### src/rtl/imm_scan_ctrl.sv
// imm_scan_ctrl: frame-scan sequencer for the image masking datapath.
// Walks one frame in raster order: read the source pixel, present it to imm for
// MASK_LAT cycles, then write the masked result to the VGA buffer.
// Optional feature macro: IMM_SKIP_OUTSIDE_EN. When it is defined, pixels
// outside the mask window are skipped and cost one cycle each.
// Handshake: a request (rd_req/wr_req) is held high with address and data
// stable until the matching ack is seen high on a rising clk edge. The ack may
// arrive in the same cycle the request rises. The request drops the cycle after
// the ack. abort overrides any ack seen in the same cycle.
module imm_scan_ctrl #(
    parameter int IMG_W    = 320,
    parameter int IMG_H    = 240,
`ifdef IMM_SKIP_OUTSIDE_EN
    parameter int MASK_W   = 64,
    parameter int MASK_H   = 64,
`endif
    parameter int MASK_LAT = 1
) (
    input  logic        clk,
    input  logic        rst_n,
    input  logic        start,
    input  logic        abort,
    input  logic [8:0]  i_offset,
    input  logic [7:0]  j_offset,
    output logic        busy,
    output logic        done,
    output logic        rd_req,
    output logic [16:0] rd_addr,
    input  logic        rd_ack,
    input  logic [11:0] rd_data,
    output logic [11:0] dp_pixel,
    output logic [8:0]  dp_i,
    output logic [7:0]  dp_j,
    output logic [8:0]  dp_i_offset,
    output logic [7:0]  dp_j_offset,
    input  logic [11:0] dp_result,
    output logic        wr_req,
    output logic [16:0] wr_addr,
    output logic [11:0] wr_data,
    input  logic        wr_ack,
    output logic [16:0] pix_count
);

    typedef enum logic [2:0] {
        S_IDLE = 3'd0,
        S_RD   = 3'd1,
        S_MASK = 3'd2,
        S_WR   = 3'd3,
        S_DONE = 3'd4
    } state_t;

    localparam int              LAT_W    = (MASK_LAT > 1) ? $clog2(MASK_LAT) : 1;
    localparam logic [LAT_W-1:0] LAT_LAST = LAT_W'(MASK_LAT - 1);
    localparam logic [8:0]      I_LAST   = 9'(IMG_W - 1);
    localparam logic [7:0]      J_LAST   = 8'(IMG_H - 1);

    state_t            state_q, state_d;
    logic [8:0]        i_q, i_d;
    logic [7:0]        j_q, j_d;
    logic [16:0]       addr_q, addr_d;
    logic [8:0]        i_off_q, i_off_d;
    logic [7:0]        j_off_q, j_off_d;
    logic [11:0]       pixel_q, pixel_d;
    logic [11:0]       wdata_q, wdata_d;
    logic [16:0]       pix_cnt_q, pix_cnt_d;
    logic [LAT_W-1:0]  lat_q, lat_d;
    logic              advance;
    logic              last_pix;

    assign last_pix = (i_q == I_LAST) && (j_q == J_LAST);

`ifdef IMM_SKIP_OUTSIDE_EN
    // Strict window test, widened by one bit so offset+size never wraps.
    logic in_win;
    assign in_win = ({1'b0, i_off_q} < {1'b0, i_q})
                 && ({1'b0, i_q} < ({1'b0, i_off_q} + 10'(MASK_W)))
                 && ({1'b0, j_off_q} < {1'b0, j_q})
                 && ({1'b0, j_q} < ({1'b0, j_off_q} + 9'(MASK_H)));
`endif

    // Next-state and datapath-register update for the scan sequencer.
    always_comb begin
        state_d   = state_q;
        i_d       = i_q;
        j_d       = j_q;
        addr_d    = addr_q;
        i_off_d   = i_off_q;
        j_off_d   = j_off_q;
        pixel_d   = pixel_q;
        wdata_d   = wdata_q;
        pix_cnt_d = pix_cnt_q;
        lat_d     = lat_q;
        advance   = 1'b0;

        case (state_q)
            S_IDLE: begin
                if (start && !abort) begin
                    i_off_d   = i_offset;
                    j_off_d   = j_offset;
                    i_d       = 9'd0;
                    j_d       = 8'd0;
                    addr_d    = 17'd0;
                    pix_cnt_d = 17'd0;
                    lat_d     = '0;
                    state_d   = S_RD;
                end
            end
            S_RD: begin
                if (abort) begin
                    state_d = S_IDLE;
`ifdef IMM_SKIP_OUTSIDE_EN
                end else if (!in_win) begin
                    advance = 1'b1;
`endif
                end else if (rd_ack) begin
                    pixel_d = rd_data;
                    lat_d   = '0;
                    state_d = S_MASK;
                end
            end
            S_MASK: begin
                if (abort) begin
                    state_d = S_IDLE;
                end else if (lat_q == LAT_LAST) begin
                    wdata_d = dp_result;
                    state_d = S_WR;
                end else begin
                    lat_d = lat_q + 1'b1;
                end
            end
            S_WR: begin
                if (abort) begin
                    state_d = S_IDLE;
                end else if (wr_ack) begin
                    pix_cnt_d = pix_cnt_q + 17'd1;
                    advance   = 1'b1;
                end
            end
            S_DONE: begin
                i_d     = 9'd0;
                j_d     = 8'd0;
                addr_d  = 17'd0;
                state_d = S_IDLE;
            end
            default: begin
                state_d = S_IDLE;
            end
        endcase

        // Raster advance; the address tracks j*IMG_W+i incrementally.
        if (advance) begin
            if (last_pix) begin
                state_d = S_DONE;
            end else begin
                state_d = S_RD;
                addr_d  = addr_q + 17'd1;
                if (i_q == I_LAST) begin
                    i_d = 9'd0;
                    j_d = j_q + 8'd1;
                end else begin
                    i_d = i_q + 9'd1;
                end
            end
        end
    end

    // State and datapath registers.
    always_ff @(posedge clk or negedge rst_n) begin
        if (!rst_n) begin
            state_q   <= S_IDLE;
            i_q       <= 9'd0;
            j_q       <= 8'd0;
            addr_q    <= 17'd0;
            i_off_q   <= 9'd0;
            j_off_q   <= 8'd0;
            pixel_q   <= 12'd0;
            wdata_q   <= 12'd0;
            pix_cnt_q <= 17'd0;
            lat_q     <= '0;
        end else begin
            state_q   <= state_d;
            i_q       <= i_d;
            j_q       <= j_d;
            addr_q    <= addr_d;
            i_off_q   <= i_off_d;
            j_off_q   <= j_off_d;
            pixel_q   <= pixel_d;
            wdata_q   <= wdata_d;
            pix_cnt_q <= pix_cnt_d;
            lat_q     <= lat_d;
        end
    end

    assign busy        = (state_q != S_IDLE);
    assign done        = (state_q == S_DONE);
`ifdef IMM_SKIP_OUTSIDE_EN
    assign rd_req      = (state_q == S_RD) && in_win;
`else
    assign rd_req      = (state_q == S_RD);
`endif
    assign wr_req      = (state_q == S_WR);
    assign rd_addr     = addr_q;
    assign wr_addr     = addr_q;
    assign dp_pixel    = pixel_q;
    assign dp_i        = i_q;
    assign dp_j        = j_q;
    assign dp_i_offset = i_off_q;
    assign dp_j_offset = j_off_q;
    assign wr_data     = wdata_q;
    assign pix_count   = pix_cnt_q;

endmodule
### config.mk
export PLATFORM = sky130hd
export DESIGN_NAME = imm_scan_ctrl
export DESIGN_NICKNAME = d
export VERILOG_FILES = /design/src/rtl/imm_scan_ctrl.sv
export SDC_FILE = /design/constraint.sdc
export NUM_CORES = 1
export LEC_CHECK = 0
export ABC_AREA = 1
export CORE_AREA = 2 2 107 109
export DETAILED_ROUTE_END_ITERATION = 12
export DIE_AREA = 0 0 109 111
export GPL_ROUTABILITY_DRIVEN = 1
export PLACE_DENSITY_LB_ADDON = 0.08
export SLEW_MARGIN = 5
export SYNTH_ARGS = -nofsm -noshare
export SYNTH_HDL_FRONTEND = slang
export SYNTH_SLANG_ARGS = --single-unit
### constraint.sdc
create_clock -name clk -period 2.1 [get_ports clk]
set_clock_uncertainty 0.05 [all_clocks]
set_input_delay 0.42 -clock clk [delete_from_list [all_inputs] [get_ports clk]]
set_output_delay 0.42 -clock clk [all_outputs]
set_load 0.1 [all_outputs]
==> qor.yml, run 1 <==
antenna_cells: 0
grt_pass1_vias: 4565
drv_slew: 0
total_power_uw: 11300
grt_max_degree: 96
cts_buffers: 9
synthArstFlopShare: 1.00
p_int_uw: 4940
place_ws_ns: -0.0236
hp-class: "primary input to asynchronous set/reset pin"
syn-cell-area_um2: 5020
fin_setup_tns_ns: 0
yosysTopAreaCellShare: 0.473
cts_max_level: 3
synthTopCellsByCount: "nand2_1 (231), dfrtp_1 (95), nor2_1 (57)"
irDropWorstVdd_v: 0.00151
path_clk_slew_ns: 0.06
clkPwrFrac: 0.153
switchingPower_uw: 6370
synth_nets: 693
path_class: "flip-flop to output pin"
ys_types: 33
ys_seq_area_frac: 0.473
worstPathCellList: "inv_1, nand2_1, nor2_2, buf_12"
clock_sinks: 95
drc: 0
powerDensity_nw_per_um2: 1590
worst_setup_path_end_kind: "output pin"
yosys.area.top_type: "dfrtp_1"
drt_pass1_iterations: 4
cp-start-kind: "flip-flop"
nets: 855
fillers: 942
io_pins: 160
setup_viol: 0
switching_share: 0.563
synthCells: 642
die_width_um: 109
core_area_um2: 11100
portBuffers: 159
fmax_ghz: 0.515
leakage_uw: 0.00350
post-synth-top-count-cell: "nand2_1"
cts-root-buf: "clkbuf_16"
grt_usage: 0.218
cts_buffer_depth: 2
yosys_warnings: 0
antenna_left: 0
rrSetupSlack_ns: 0.24
utilization: 0.642
cts_tree: "yes"
ys_ff_latch: 95
p_comb_frac: 0.607
cts_setup_buffers: 0
critPathSlowestCell: "dfrtp_1"
drt_wl_total_um: 12600
vias: 4765
synth_edf_count: 0
cp.required_ns: 1.63
drive_above_1_share: 0.248
fin_ws_ns: 0.157
arrival_ns: 1.47
drt_iter0_drc: 234
antenna_found_initial: 0
relSlewSlack: 0.508
r2r_end: "dp_j[3]"
initial_core_util: 0.454
synth_flop_cell: "dfrtp_1"
ys_top_cells_by_area: "dfrtp_1 (47%), nand2_1 (17%), nand3_1 (4.8%), nor2_1 (4.3%), o21ai_0 (3.7%)"
multi_input_area_um2: 2250
worstPathMaxFanout: 5
syn_to_final_growth_pct: 41.6
maxCapViolCount: 0
routabilityCongestion: 0.813
die_area_um2: 12100
hold_slack_ns: 0.0163
die_h_um: 111
fin_crit_sh: 0.925
seqPwrFrac: 0.240
drt-vias-per-instance: 5.01
routedWlPerCell_um: 13.2
cpPeakStageDelay_ns: 0.43
worst_slew_pin_slew_ns: 0.736
fin_crit_ns: 1.94
status: "complete, no violations"
final-seq-area_um2: 2390
grt_pass1_wl_um: 21100
overflow: 0
hold_violations: 0
dpl.hpwl_um: 9250
num_rows: 39
worst_r2r_path_depth: 9
rsz0062_at_grt: "false"
r2r_start: "state_q[0]"
syn_avg_cell_area_um2: 7.82
clk_latency_ns: 0.34
## metrics by stage
step | cells | instance area [um2]
floorplan | 642 | 5050
global placement | 936 | 6790
detailed placement | 936 | 6790
CTS | 952 | 7110
global route | 952 | 7110
finish | 952 | 7110
## repair_timing
item / in CTS / in global routing
resized for setup: 0 / 1
hold buffers: 0 / 0
setup endpoints to repair: 0 / 1
## flip-flops by register name (all words and copies together), names as in the netlist, 8 cells and up
register and flops:
wr_data 12, dp_i 9, rd_addr 17, dp_pixel 12, dp_j_offset 8, dp_i_offset 9, pix_count 17, dp_j 8
## power groups by stage
stage / clock, uW / combinational [uW] / sequential (uW)
3_3_place_gp: 0 / 6850 / 2720
2_1_floorplan: 0 / 1800 / 6030
6_report: 1730 / 6860 / 2710
3_5_place_dp: 0 / 6900 / 2720
5_1_grt: 1840 / 7150 / 2790
4_1_cts: 1770 / 6900 / 2710
## layer usage
metal	wire length (um)	up-vias	global-route usage	part of all wire
met5	0	-	0	0
met4	145	0	0.0598	0.012
met3	930	11	0.0658	0.074
met2	5830	170	0.338	0.46
met1	5670	2201	0.295	0.45
li1	-	2383	-	-
## cells in the final DEF (no fill, tap or decap), types with 9 or more instances in the layout
cell	Yosys	final
nand4_1	19	19
buf_12	0	24
clkdlybuf4s50_1	0	45
nand3_1	48	48
dfrtp_1	95	83
buf_4	20	114
dfrtp_2	0	12
nor2_1	57	55
mux2_2	12	12
nand2_1	231	230
o21ai_0	37	37
inv_1	45	45
clkbuf_16	0	9
## worst max-delay path, delay by kind of cell (launching register included)
family,cells,cell delay [ns]
and+or+nand+nor,2,0.34
DFF,1,0.43
buffers and inverters,2,0.36
## cell families after synthesis
group,Yosys count,share of synthesized area
AO/OA/AOI/OAI,60,0.0628
XOR/XNOR,9,0.0157
adder cells (fa/ha/maj),4,0.00996
buffers and inverters,81,0.0812
flip-flops,95,0.473
multiplexers,12,0.0269
AND/OR/NAND/NOR,381,0.330
## how the worst max path moves through the flow
| stage | from | endpoint | cells after the start |
|---|---|---|---|
| after global placement | abort | dp_pixel[6] | 7 |
| after floorplan | rd_addr[3] | rd_addr[15] | 9 |
| final | state_q[0] | done | 4 |
| after CTS | state_q[1] | busy | 3 |
| after global routing | state_q[0] | dp_j[1] | 9 |
| after detailed placement | abort | dp_pixel[8] | 7 |
## layout make-up
type | instances | share of cell area
timing repair buffer | 183 | 0.251
clock buffer | 12 | 0.0375
inverter | 49 | 0.0259
tap | 143 | 0.0252
sequential | 95 | 0.336
multi-input combinational | 466 | 0.317
clock inverter | 4 | 0.00721
(Power assumes the default switching activity.)
==> run 2: changes to the inputs <==
- GPL_TIMING_DRIVEN: unset -> 0
==> qor.yml, run 2 (synthesis gave the netlist of run 1 again) <==
grt_pass1_wl_um: 22000
cts_buffers: 9
portBuffers: 159
hp-class: "primary input to asynchronous set/reset pin"
worstPathCellList: "dlygate4sd2_1"
drt_wl_total_um: 13200
die_h_um: 111
num_rows: 39
die_area_um2: 12100
setup_viol: 0
antenna_found_initial: 0
irDropWorstVdd_v: 0.00129
worstPathMaxFanout: 4
routedWlPerCell_um: 13.7
syn_to_final_growth_pct: 40.3
stdcell_area_um2: 7050
path_class: "flip-flop to output pin"
rsz0062_at_grt: "false"
drc: 0
maxCapViolCount: 0
cp.required_ns: 1.63
path_clk_slew_ns: 0.07
vias: 4843
core_area_um2: 11100
placed_cell_area_um2: 6850
cts_max_level: 3
relSlewSlack: 0.333
worst_r2r_path_depth: 9
nets: 864
antenna_cells: 0
dpl.hpwl_um: 9930
final_cell_mix: "nand2_1 (230), dfrtp_1 (83), nor2_1 (55)"
grt_pass1_vias: 4757
status: "complete, no violations"
worst_slew_pin_slew_ns: 1.00
cts_tree: "yes"
worst_setup_path_end_kind: "output pin"
r2r_end: "dp_i[6]"
layout_commonest_cell: "nand2_1"
fmax_ghz: 0.486
path_delay_family: "buffers and inverters"
drt_pass1_iterations: 5
leakage_uw: 0.00344
cts_setup_buffers: 0
powerDensity_nw_per_um2: 1530
initial_core_util: 0.454
grt_usage: 0.226
clock_sinks: 95
fin_ws_ns: 0.0423
r2r_start: "dp_j[0]"
cts_buffer_depth: 2
die_width_um: 109
place_ws_ns: -0.429
drive_above_1_share: 0.188
fin_crit_sh: 0.980
drv_slew: 0
cp_num_buf_inv: 1
io_pins: 160
antenna_left: 0
cts-root-buf: "clkbuf_16"
cp-start-kind: "flip-flop"
rrSetupSlack_ns: 0.25
overflow: 0
arrival_ns: 1.59
drt-vias-per-instance: 5.04
cpPeakStageDelay_ns: 0.86
hold_violations: 0
clk_latency_ns: 0.34
drt_iter0_drc: 233
routabilityCongestion: 0.860
critPathSlowestCell: "dlygate4sd2_1"
grt_max_degree: 56
fin_crit_ns: 2.06
run 2: cell count changes in the layout (fill, tap and decap cells not counted), moves of 2 or more:
cell / change
dlygate4sd2_1: +45
buf_4: -92
buf_12: -24
clkbuf_4: +2
buf_2: +5
buf_6: +4
clkbuf_1: +5
clkbuf_2: +19
clkdlybuf4s15_2: +39
clkdlybuf4s15_1: +6
run 2: layer usage:
layer  track usage  vias up  part of all wire
li1              -     2391                 -
met1         0.284     2270              0.42
met2         0.362      174              0.48
met3        0.0888        8             0.098
met4        0.0590        0            0.0078
met5             0        -                 0
run 2: repair_timing:
action,CTS,global route
resized for setup,228,29
endpoints found under the setup margin,113,27
endpoints found under the hold margin,0,0
hold buffers,0,0
run 2: per-stage QoR:
stage / setup TNS (ns) / power, uW / util / cells / hold slack (ns)
after detailed placement: -3.75 / 9500 / 0.618 / 945 / 0.388
final: 0 / 10800 / 0.636 / 961 / 0.0121
after CTS: 0 / 10900 / 0.643 / 961 / 0.0230
after floorplan: 0 / 7820 / - / 642 / 0.0744
after global placement: -302.41 / 9440 / 0.616 / 944 / 0.413
after global routing: 0 / 11300 / 0.636 / 961 / 0.0442
run 2: cell type report:
| cell class | instances | area (um2) |
|---|---|---|
| Clock inverter | 4 | 53.8 |
| Tap cell | 143 | 179 |
| Clock buffer | 12 | 256 |
| Multi-Input combinational cell | 466 | 2250 |
| Fill cell | 987 | 4030 |
| Buffer | 32 | 224 |
| Sequential cell | 95 | 2390 |
| Timing Repair Buffer | 160 | 1510 |
| Inverter | 49 | 184 |
run 2: where the power goes:
| group | internal (uW) | switching [uW] |
|---|---|---|
| clock | 991 | 694 |
| sequential | 2320 | 383 |
| combinational | 1170 | 5240 |
run 2: how the worst max path moves through the flow:
stage               start     endpoint  slack (ns)  cells past startpoint
2_1_floorplan  rd_addr[3]  rd_addr[15]        0.01                      9
3_3_place_gp        rst_n      dp_i[3]       -3.48                      1
3_5_place_dp   state_q[2]       wr_req       -0.43                      4
4_1_cts           dp_j[2]      dp_j[2]       0.001                      1
5_1_grt           dp_i[0]      dp_i[0]       0.004                      1
6_report          dp_j[1]      dp_j[1]        0.04                      1
==> variant, RTL diff (settings of run 2) <==
The 5 states of `state_t` get a one-hot encoding in 5 bits.
--- a/src/rtl/imm_scan_ctrl.sv
+++ b/src/rtl/imm_scan_ctrl.sv
@@ -43,8 +43,8 @@
 
-    typedef enum logic [2:0] {
-        S_IDLE = 3'd0,
-        S_RD   = 3'd1,
-        S_MASK = 3'd2,
-        S_WR   = 3'd3,
-        S_DONE = 3'd4
+    typedef enum logic [4:0] {
+        S_IDLE = 5'b00001,
+        S_RD   = 5'b00010,
+        S_MASK = 5'b00100,
+        S_WR   = 5'b01000,
+        S_DONE = 5'b10000
     } state_t;
Formal check against the unedited RTL: no difference found for any inputs over 4 cycles, from zero or initial values and one cycle with rst_n low; so few cycles prove little.
==> variant against run 2 <==
Synthesized cell count increased by 6.4%. Sequential cell count rose by 2. Total power is 18% lower. Cell count up 4.6%. Wire length rose by 2.3%. Area after synthesis increased by 2.5%. Cell area increased by 3.1%. Worst setup slack got worse by 0.014 ns. Maximum frequency fell by 0.69%. Critical path type unchanged.
==> variant: results (changes against run 2) <==
Placed Cells=986 (was 945); RD Place Congestion=0.866 (was 0.860); detailed placer's ending HPWL=9870 µm (was 9930 µm); r2r endpoint=dp_j[6] (was dp_i[6]); htree depth=3 (unchanged); Detailed Route WL=13500 µm (was 13200 µm); met3 WL=1040 µm (was 1290 µm); HP Class=in -> async (unchanged); top sig layer=met4 (unchanged); Syn Nets=734 (was 693); Comb. pwr=0.00457 W (was 0.00641 W); total track usage=23.7% (was 22.6%); status=completed (unchanged); Port-buffer cells=159 (unchanged); delay-heaviest family, CP=buffers and inverters (unchanged); Ys Warns=0 (unchanged); leakage power=3.65 nW (was 3.44 nW); FF-to-FF setup slack=0.30 ns (was 0.25 ns); crit path launch=rd_addr[16] (was dp_j[1]); worst slew pin tran=0.987 ns (was 1.00 ns); diode count=0 (unchanged); largest net degree at the start of global routing=51 (was 56); top cells by instance count after synthesis=261 x nand2_1, 96 x dfrtp_1, 64 x nand3_1 (was 231 x nand2_1, 95 x dfrtp_1, 57 x nor2_1); routed wire length on met2=6450 µm (was 6280 µm); Post-DP Area=0.00697 mm² (was 0.00685 mm²); Async SR Flop Fraction=100% (unchanged); FF-to-FF path depth=8 (was 9); Worst-path clk slew=0.07 ns (about the same); vias in the first global route=4818 (was 4757); slowest CP cell=clkdlybuf4s15_1 (was dlygate4sd2_1); metal1 wirelength=5710 µm (was 5520 µm); Setup TNS Final=0 ns (unchanged); CP arrival=1.60 ns; met1 usage=30.5% (was 28.4%); Clk pwr share=19.7% (was 15.6%); Vias/cell=5.00 (was 5.04); Worst path max stage delay=0.85 ns; Layout Nets=908 (was 864); first-pass GRT wire length=22900 µm (was 22000 µm); initial drt markers=311 (was 233); Worst R2R Start=state_q[0] (was dp_j[0]); clock group power=0.00175 W (was 0.00169 W); sequential-to-total area share from yosys stat=47.1% (was 47.3%); Net Switching=0.00483 W (was 0.00632 W); WL/cell=13.4 µm (was 13.7 µm); Final WS setup=0.0280 ns (was 0.0423 ns); M3 GR Usage=7.05% (was 8.88%); later-pin clock latency in the skew report=0.36 ns (was 0.34 ns); Post-Syn Area per Cell=7.54 µm² (was 7.82 µm²); dpl ws=-0.797 ns (was -0.429 ns); Distinct cells, synth=33 (unchanged); Peak VDD IR=1.21 mV (was 1.29 mV); fraction of final layout cells sized beyond drive strength 1=17.9% (was 18.8%); synth top area cells=dfrtp_1 47%, nand2_1 19%, nand3_1 6.2% (was dfrtp_1 47%, nand2_1 17%, nand3_1 4.8%); Worst setup endpoint=rd_addr[16] (was dp_j[1]); CTS buffer count=9 (unchanged); Initial DRT Pass Iterations=7 (was 5); dominant synthesized flop cell=dfrtp_1 (unchanged); GR Util met2=37.3% (was 36.2%)
-- variant: repair_timing --
action                                  in CTS  in global routing
pin swaps                                    0                  1
setup buffers                                0                  3
endpoints found under the setup margin     113                 26
resized for setup                          245                 32
hold endpoints to repair                     0                  0
-- variant: area by class of cell --
cell class | count | area [µm²]
timing repair buffer | 163 | 1590
fill | 969 | 3810
clock buffer | 10 | 239
inverter | 65 | 244
multi-input combinational | 486 | 2250
tap | 143 | 179
clock inverter | 6 | 72.6
sequential | 97 | 2440
buffer | 35 | 248
-- variant: cell families after synthesis --
kind of cell / synth area share [%]
buf+inv: 9.45
xor+xnor: 2.21
flops: 47.1
simple gates: 34.8
compound gates: 5.44
fa+ha+maj: 0.972
-- variant: worst min path at each step --
stage	end	slack [ns]	cells past startpoint
floorplan	dp_i[0]	0.07	0
global placement	dp_j_offset[0]	0.41	2
detailed placement	dp_j_offset[3]	0.42	2
CTS	pix_count[15]	0.06	1
global route	pix_count[12]	0.09	1
finish	pix_count[12]	0.04	1
